<file path="config.mk">
export PLATFORM = sky130hd
export DESIGN_NAME = alu_issue
export DESIGN_NICKNAME = d
export VERILOG_FILES = /design/src/rtl/simple_processor_pkg.sv /design/src/rtl/reg_file.sv /design/src/rtl/alu_issue.sv
export SDC_FILE = /design/constraint.sdc
export NUM_CORES = 2
export LEC_CHECK = 0
export CAP_MARGIN = 30
export CELL_PAD_IN_SITES_DETAIL_PLACEMENT = 0
export CELL_PAD_IN_SITES_GLOBAL_PLACEMENT = 1
export CORE_UTILIZATION = 49
export CTS_BUF_LIST = sky130_fd_sc_hd__clkbuf_2
export CTS_CLUSTER_DIAMETER = 30
export CTS_CLUSTER_SIZE = 28
export DETAILED_ROUTE_END_ITERATION = 12
export PLACE_DENSITY_LB_ADDON = 0.25
export SETUP_SLACK_MARGIN = 0.05
export SYNTH_ARGS = -nofsm -noshare
export SYNTH_HDL_FRONTEND = slang
export SYNTH_SLANG_ARGS = --single-unit
</file>
<file path="constraint.sdc">
create_clock -name clk_i -period 23.9 [get_ports clk_i]
set_input_delay 3.585 -clock clk_i [delete_from_list [all_inputs] [get_ports clk_i]]
set_output_delay 3.585 -clock clk_i [all_outputs]
set_load 0.05 [all_outputs]
</file>
<file path="src/rtl/simple_processor_pkg.sv">
// Shared types and constants for the simple processor datapath.
package simple_processor_pkg;

    localparam int DATA_WIDTH       = 32;
    localparam int NUM_REGS_DEFAULT = 16;

    typedef enum logic [1:0] {
        FUNC_AND = 2'd0,
        FUNC_OR  = 2'd1,
        FUNC_XOR = 2'd2,
        FUNC_NOT = 2'd3
    } func_t;

endpackage

</file>
<file path="src/rtl/reg_file.sv">
// Architectural register file: two combinational read ports, one write port.
// Register 0 is hardwired to zero on both the read and the write side.
module reg_file
    import simple_processor_pkg::*;
#(
    parameter  int NUM_REGS = NUM_REGS_DEFAULT,
    localparam int AW       = $clog2(NUM_REGS)
) (
    input  logic                  clk_i,
    input  logic                  arst_i,
    input  logic                  we_i,
    input  logic [AW-1:0]         waddr_i,
    input  logic [DATA_WIDTH-1:0] wdata_i,
    input  logic [AW-1:0]         raddr1_i,
    input  logic [AW-1:0]         raddr2_i,
    output logic [DATA_WIDTH-1:0] rdata1_o,
    output logic [DATA_WIDTH-1:0] rdata2_o
);

    logic [DATA_WIDTH-1:0] regs_q [NUM_REGS];

    always_ff @(posedge clk_i or posedge arst_i) begin
        if (arst_i) begin
            for (int i = 0; i < NUM_REGS; i++) begin
                regs_q[i] <= '0;
            end
        end else if (we_i && (waddr_i != '0)) begin
            regs_q[waddr_i] <= wdata_i;
        end
    end

    assign rdata1_o = (raddr1_i == '0) ? '0 : regs_q[raddr1_i];
    assign rdata2_o = (raddr2_i == '0) ? '0 : regs_q[raddr2_i];

endmodule

</file>
<file path="src/rtl/alu_issue.sv">
// Two-stage issue/writeback pipeline feeding an external ALU gate,
// with EX-stage forwarding and a register preload port.
module alu_issue
    import simple_processor_pkg::*;
#(
    parameter  int NUM_REGS = NUM_REGS_DEFAULT,
    localparam int AW       = $clog2(NUM_REGS)
) (
    input  logic                  clk_i,
    input  logic                  arst_i,
    input  logic                  instr_valid_i,
    output logic                  instr_ready_o,
    input  func_t                 func_i,
    input  logic [AW-1:0]         rd_addr_i,
    input  logic [AW-1:0]         rs1_addr_i,
    input  logic [AW-1:0]         rs2_addr_i,
    input  logic                  ld_valid_i,
    output logic                  ld_ready_o,
    input  logic [AW-1:0]         ld_addr_i,
    input  logic [DATA_WIDTH-1:0] ld_data_i,
    output logic [DATA_WIDTH-1:0] rs1_data_o,
    output logic [DATA_WIDTH-1:0] rs2_data_o,
    output func_t                 func_o,
    input  logic [DATA_WIDTH-1:0] alu_result_i,
    output logic                  wb_valid_o,
    output logic [AW-1:0]         wb_addr_o,
    output logic [DATA_WIDTH-1:0] wb_data_o,
    output logic [31:0]           retire_cnt_o
);

    logic                  ex_valid_q;
    func_t                 ex_func_q;
    logic [AW-1:0]         ex_rd_q;
    logic [DATA_WIDTH-1:0] ex_op1_q, ex_op1_d;
    logic [DATA_WIDTH-1:0] ex_op2_q, ex_op2_d;
    logic                  wb_valid_q;
    logic [AW-1:0]         wb_addr_q;
    logic [DATA_WIDTH-1:0] wb_data_q;
    logic [31:0]           retire_cnt_q, retire_cnt_d;

    logic                  issue;
    logic                  ld_fire;
    logic                  fwd1, fwd2;
    logic                  rf_we;
    logic [AW-1:0]         rf_waddr;
    logic [DATA_WIDTH-1:0] rf_wdata;
    logic [DATA_WIDTH-1:0] rf_rdata1, rf_rdata2;

    assign instr_ready_o = ~ld_valid_i;
    assign ld_ready_o    = ~ex_valid_q;
    assign issue         = instr_valid_i & instr_ready_o;
    assign ld_fire       = ld_valid_i & ld_ready_o;

    // Preload only fires with EX empty, so it never competes with writeback.
    assign rf_we    = ex_valid_q | ld_fire;
    assign rf_waddr = ex_valid_q ? ex_rd_q : ld_addr_i;
    assign rf_wdata = ex_valid_q ? alu_result_i : ld_data_i;

    reg_file #(
        .NUM_REGS (NUM_REGS)
    ) u_reg_file (
        .clk_i    (clk_i),
        .arst_i   (arst_i),
        .we_i     (rf_we),
        .waddr_i  (rf_waddr),
        .wdata_i  (rf_wdata),
        .raddr1_i (rs1_addr_i),
        .raddr2_i (rs2_addr_i),
        .rdata1_o (rf_rdata1),
        .rdata2_o (rf_rdata2)
    );

    // The EX result is written at the same edge as this fetch, so forward it.
    assign fwd1 = ex_valid_q && (ex_rd_q != '0) && (rs1_addr_i == ex_rd_q);
    assign fwd2 = ex_valid_q && (ex_rd_q != '0) && (rs2_addr_i == ex_rd_q);

    always_comb begin
        ex_op1_d     = fwd1 ? alu_result_i : rf_rdata1;
        ex_op2_d     = fwd2 ? alu_result_i : rf_rdata2;
        retire_cnt_d = retire_cnt_q + 32'd1;
    end

    always_ff @(posedge clk_i or posedge arst_i) begin
        if (arst_i) begin
            ex_valid_q   <= 1'b0;
            ex_func_q    <= FUNC_AND;
            ex_rd_q      <= '0;
            ex_op1_q     <= '0;
            ex_op2_q     <= '0;
            wb_valid_q   <= 1'b0;
            wb_addr_q    <= '0;
            wb_data_q    <= '0;
            retire_cnt_q <= '0;
        end else begin
            ex_valid_q <= issue;
            wb_valid_q <= ex_valid_q;
            if (issue) begin
                ex_func_q <= func_i;
                ex_rd_q   <= rd_addr_i;
                ex_op1_q  <= ex_op1_d;
                ex_op2_q  <= ex_op2_d;
            end
            if (ex_valid_q) begin
                wb_addr_q    <= ex_rd_q;
                wb_data_q    <= alu_result_i;
                retire_cnt_q <= retire_cnt_d;
            end
        end
    end

    assign rs1_data_o   = ex_op1_q;
    assign rs2_data_o   = ex_op2_q;
    assign func_o       = ex_func_q;
    assign wb_valid_o   = wb_valid_q;
    assign wb_addr_o    = wb_addr_q;
    assign wb_data_o    = wb_data_q;
    assign retire_cnt_o = retire_cnt_q;

endmodule
</file>
==> results.txt <==
Cell Chain, Critical Path: clkdlybuf4s50_1, inv_1, clkdlybuf4s50_1
fin util: 56.91%
io pins: 223
WP data arrival: 4.96 ns
critical path's top delay family: buffers and inverters
# rows: 93
initial drt markers: 2172
Max Fclk: 0.1171 GHz
Global Route Usage Sum: 30.60%
post-DR vias/cell: 6.167
core area: 64810 sq um
Post-synth EDFFs: 0
PostCTS Resize Cnt: 0
Final Max Tran Viols: 0
final setup vio count: 0
Worst Hold Path Cells: 0
HP Start: u_reg_file.regs_q[498]
# fillers: 5491
Setup TNS Final: 0 ns
Primary FF master, synth: dfrtp_1
net count reported at finish: 3127
TritonCTS clock tree: done
Worst Path Buf+Inv: 3
Period minus WS final: 8.543 ns
Port-buffer cells: 222
Worst Max-Slew Pin Slew: 1.061 ns
commonest non-fill, non-tap cell in the layout: dfrtp_1
routed via count: 24718
placer congestion estimate: 0.7959
synthesized area per cell: 11.21 sq um
Power Density: 95.25 nW/um^2
root buffer cell: clkbuf_2
layout cell share with drive strength beyond 1: 20.55%
final worst slack: 15.36 ns
max incr delay on CP: 0.79 ns
r2r endpoint: retire_cnt_o[18]
cts hold-fix bufs: 0
post-route cell area: 36890 sq um
postcts setup bufs: 0
post-synthesis cell type count: 53
RSZ-0062 raised after global routing: no
multi-input gate area in the final layout: 14880 sq um
Mapped Cells: 2885
status: finished clean
total congestion overflow: 0
first-pass GRT wire length: 153.7 mm
clk_lat worst skew: 1.42 ns
period utilisation layout: 35.75%
Leak: 15.95 nW
layout overhead on the synthesized area: 14.06%
# clock sinks: 652
Post-Syn Area: 32340 sq um
Critical Path RT: 20.32 ns
flops & latches, synth: 652
final hold violations: 0
largest net degree at the start of global routing: 130
CTS clk-pin slew, worst paths: 0.13 ns
Hold EP: u_reg_file.regs_q[498]
DP Worst Slack: 15.35 ns
crit end category: output port
initial core utilization: 49.89%
worst reg-to-reg path cell count: 7
dpl hpwl: 55.86 mm
CTS H-tree depth: 4
DIE AREA: 67030 sq um
Routed wire per std cell: 25.00 um
asr flop ratio synth: 100.0%
Routed WL: 100.2 mm
FF-to-FF Start: ex_valid_q
worst-path fanout max: 6
Inserted Clock Buffers: 138
Antenna Violating Nets Remaining: 0
register area share after synthesis: 50.45%
yosys warns: 0
WS Path Type: in -> out
clock skew: 0.1020 ns
die height: 258.9 um
Slew Limit Headroom: 29.29%
antenna violations before repair: 2
Cell Area, Placed: 35250 sq um
Pre-antenna DRT Iters: 7
most frequent cells in the layout: dfrtp_1 (651), nand2_1 (442), o21ai_0 (317)
drc violations: 0
max cap viols: 0
maximum root-to-sink buffer count: 3
Hold Crit Class: reg -> reg
Critical Path Stages: 3
DIE WIDTH: 258.9 um
R2R Setup Slk: 20.35 ns
Syn Nets: 2972
Max VDD drop: 0.00006260 V
Setup crit start kind: input pin
vias in the first global route: 25107
Most common cell on crit path: clkdlybuf4s50_1
Slowest-stage cell, CP: clkdlybuf4s50_1
Register Area: 16320 sq um
final cells by class:
type	instances	share of cell area (%)
inverter	5	0.07123
timing repair buffer	317	8.348
tap	855	2.900
clock inverter	80	1.811
clock buffer	164	2.225
multi-input combinational	1926	40.34
antenna	9	0.06106
sequential	652	44.24
worst max-delay path by stage:
stage,end,slack [ns],from
4_1_cts,instr_ready_o,15.36,ld_valid_i
2_1_floorplan,ex_rd_q[0],2.05,arst_i
3_3_place_gp,instr_ready_o,15.34,ld_valid_i
5_1_grt,instr_ready_o,15.30,ld_valid_i
6_report,instr_ready_o,15.36,ld_valid_i
3_5_place_dp,instr_ready_o,15.35,ld_valid_i
cells in the mapped netlist (all sizes together) (5+ instances only):
cell	number	share of area, %
a22oi	65	1.5
xnor2	25	0.68
nand3	16	0.26
o22ai	8	0.15
a2bb2oi	67	1.9
nand4	12	0.30
nand2	442	5.1
xor2	14	0.38
mux2i	160	5.0
o21ai	320	5.0
clkbuf	185	2.1
dfrtp	652	50
mux4	192	13
a21oi	224	3.5
nor2	168	2.0
inv	5	0.058
nor4	7	0.15
buf	117	1.9
o221ai	60	1.6
mux2	101	3.5
flip-flops by register name, summed over array words and instances (netlist names):
name               count
u_reg_file.regs_q    512
wb_data_o             32
func_o                 2
ex_rd_q                4
ex_valid_q             1
wb_addr_o              4
rs1_data_o            32
rs2_data_o            32
wb_valid_o             1
retire_cnt_o          32
stage by stage:
stage | power (mW) | hold slack (ns) | std cells
6_report | 3.513 | 0.4122 | 4008
2_1_floorplan | 2.407 | 0.3881 | 2885
3_5_place_dp | 2.742 | 0.3827 | 3749
4_1_cts | 3.527 | 0.4072 | 3993
3_3_place_gp | 2.668 | 0.3763 | 3715
5_1_grt | 3.728 | 0.4173 | 4008
cell families after synthesis:
kind of cell,count (synthesis),synth area share [%]
adder cells (fa/ha/maj),1,0.03869
multiplexers,453,21.84
buffers and inverters,307,4.152
flip-flops,652,50.45
AND/OR/NAND/NOR,679,8.574
XOR/XNOR,39,1.056
AO/OA/AOI/OAI,754,13.88
report_power, final:
group | total, mW | switching [mW] | internal, mW
Sequential | 1.67 | 0.247 | 1.42
Clock | 0.785 | 0.473 | 0.312
Combinational | 1.06 | 0.554 | 0.505
per-layer routing:
layer  share of wire [%]  wire, um  GRT usage (%)
met1                  43     42650          42.99
met2                  46     46200          46.81
met3                 8.5      8523          6.932
met4                 2.8      2823          10.86
met5                   0         0              0
Note: power is estimated with default switching activity, not from simulation.
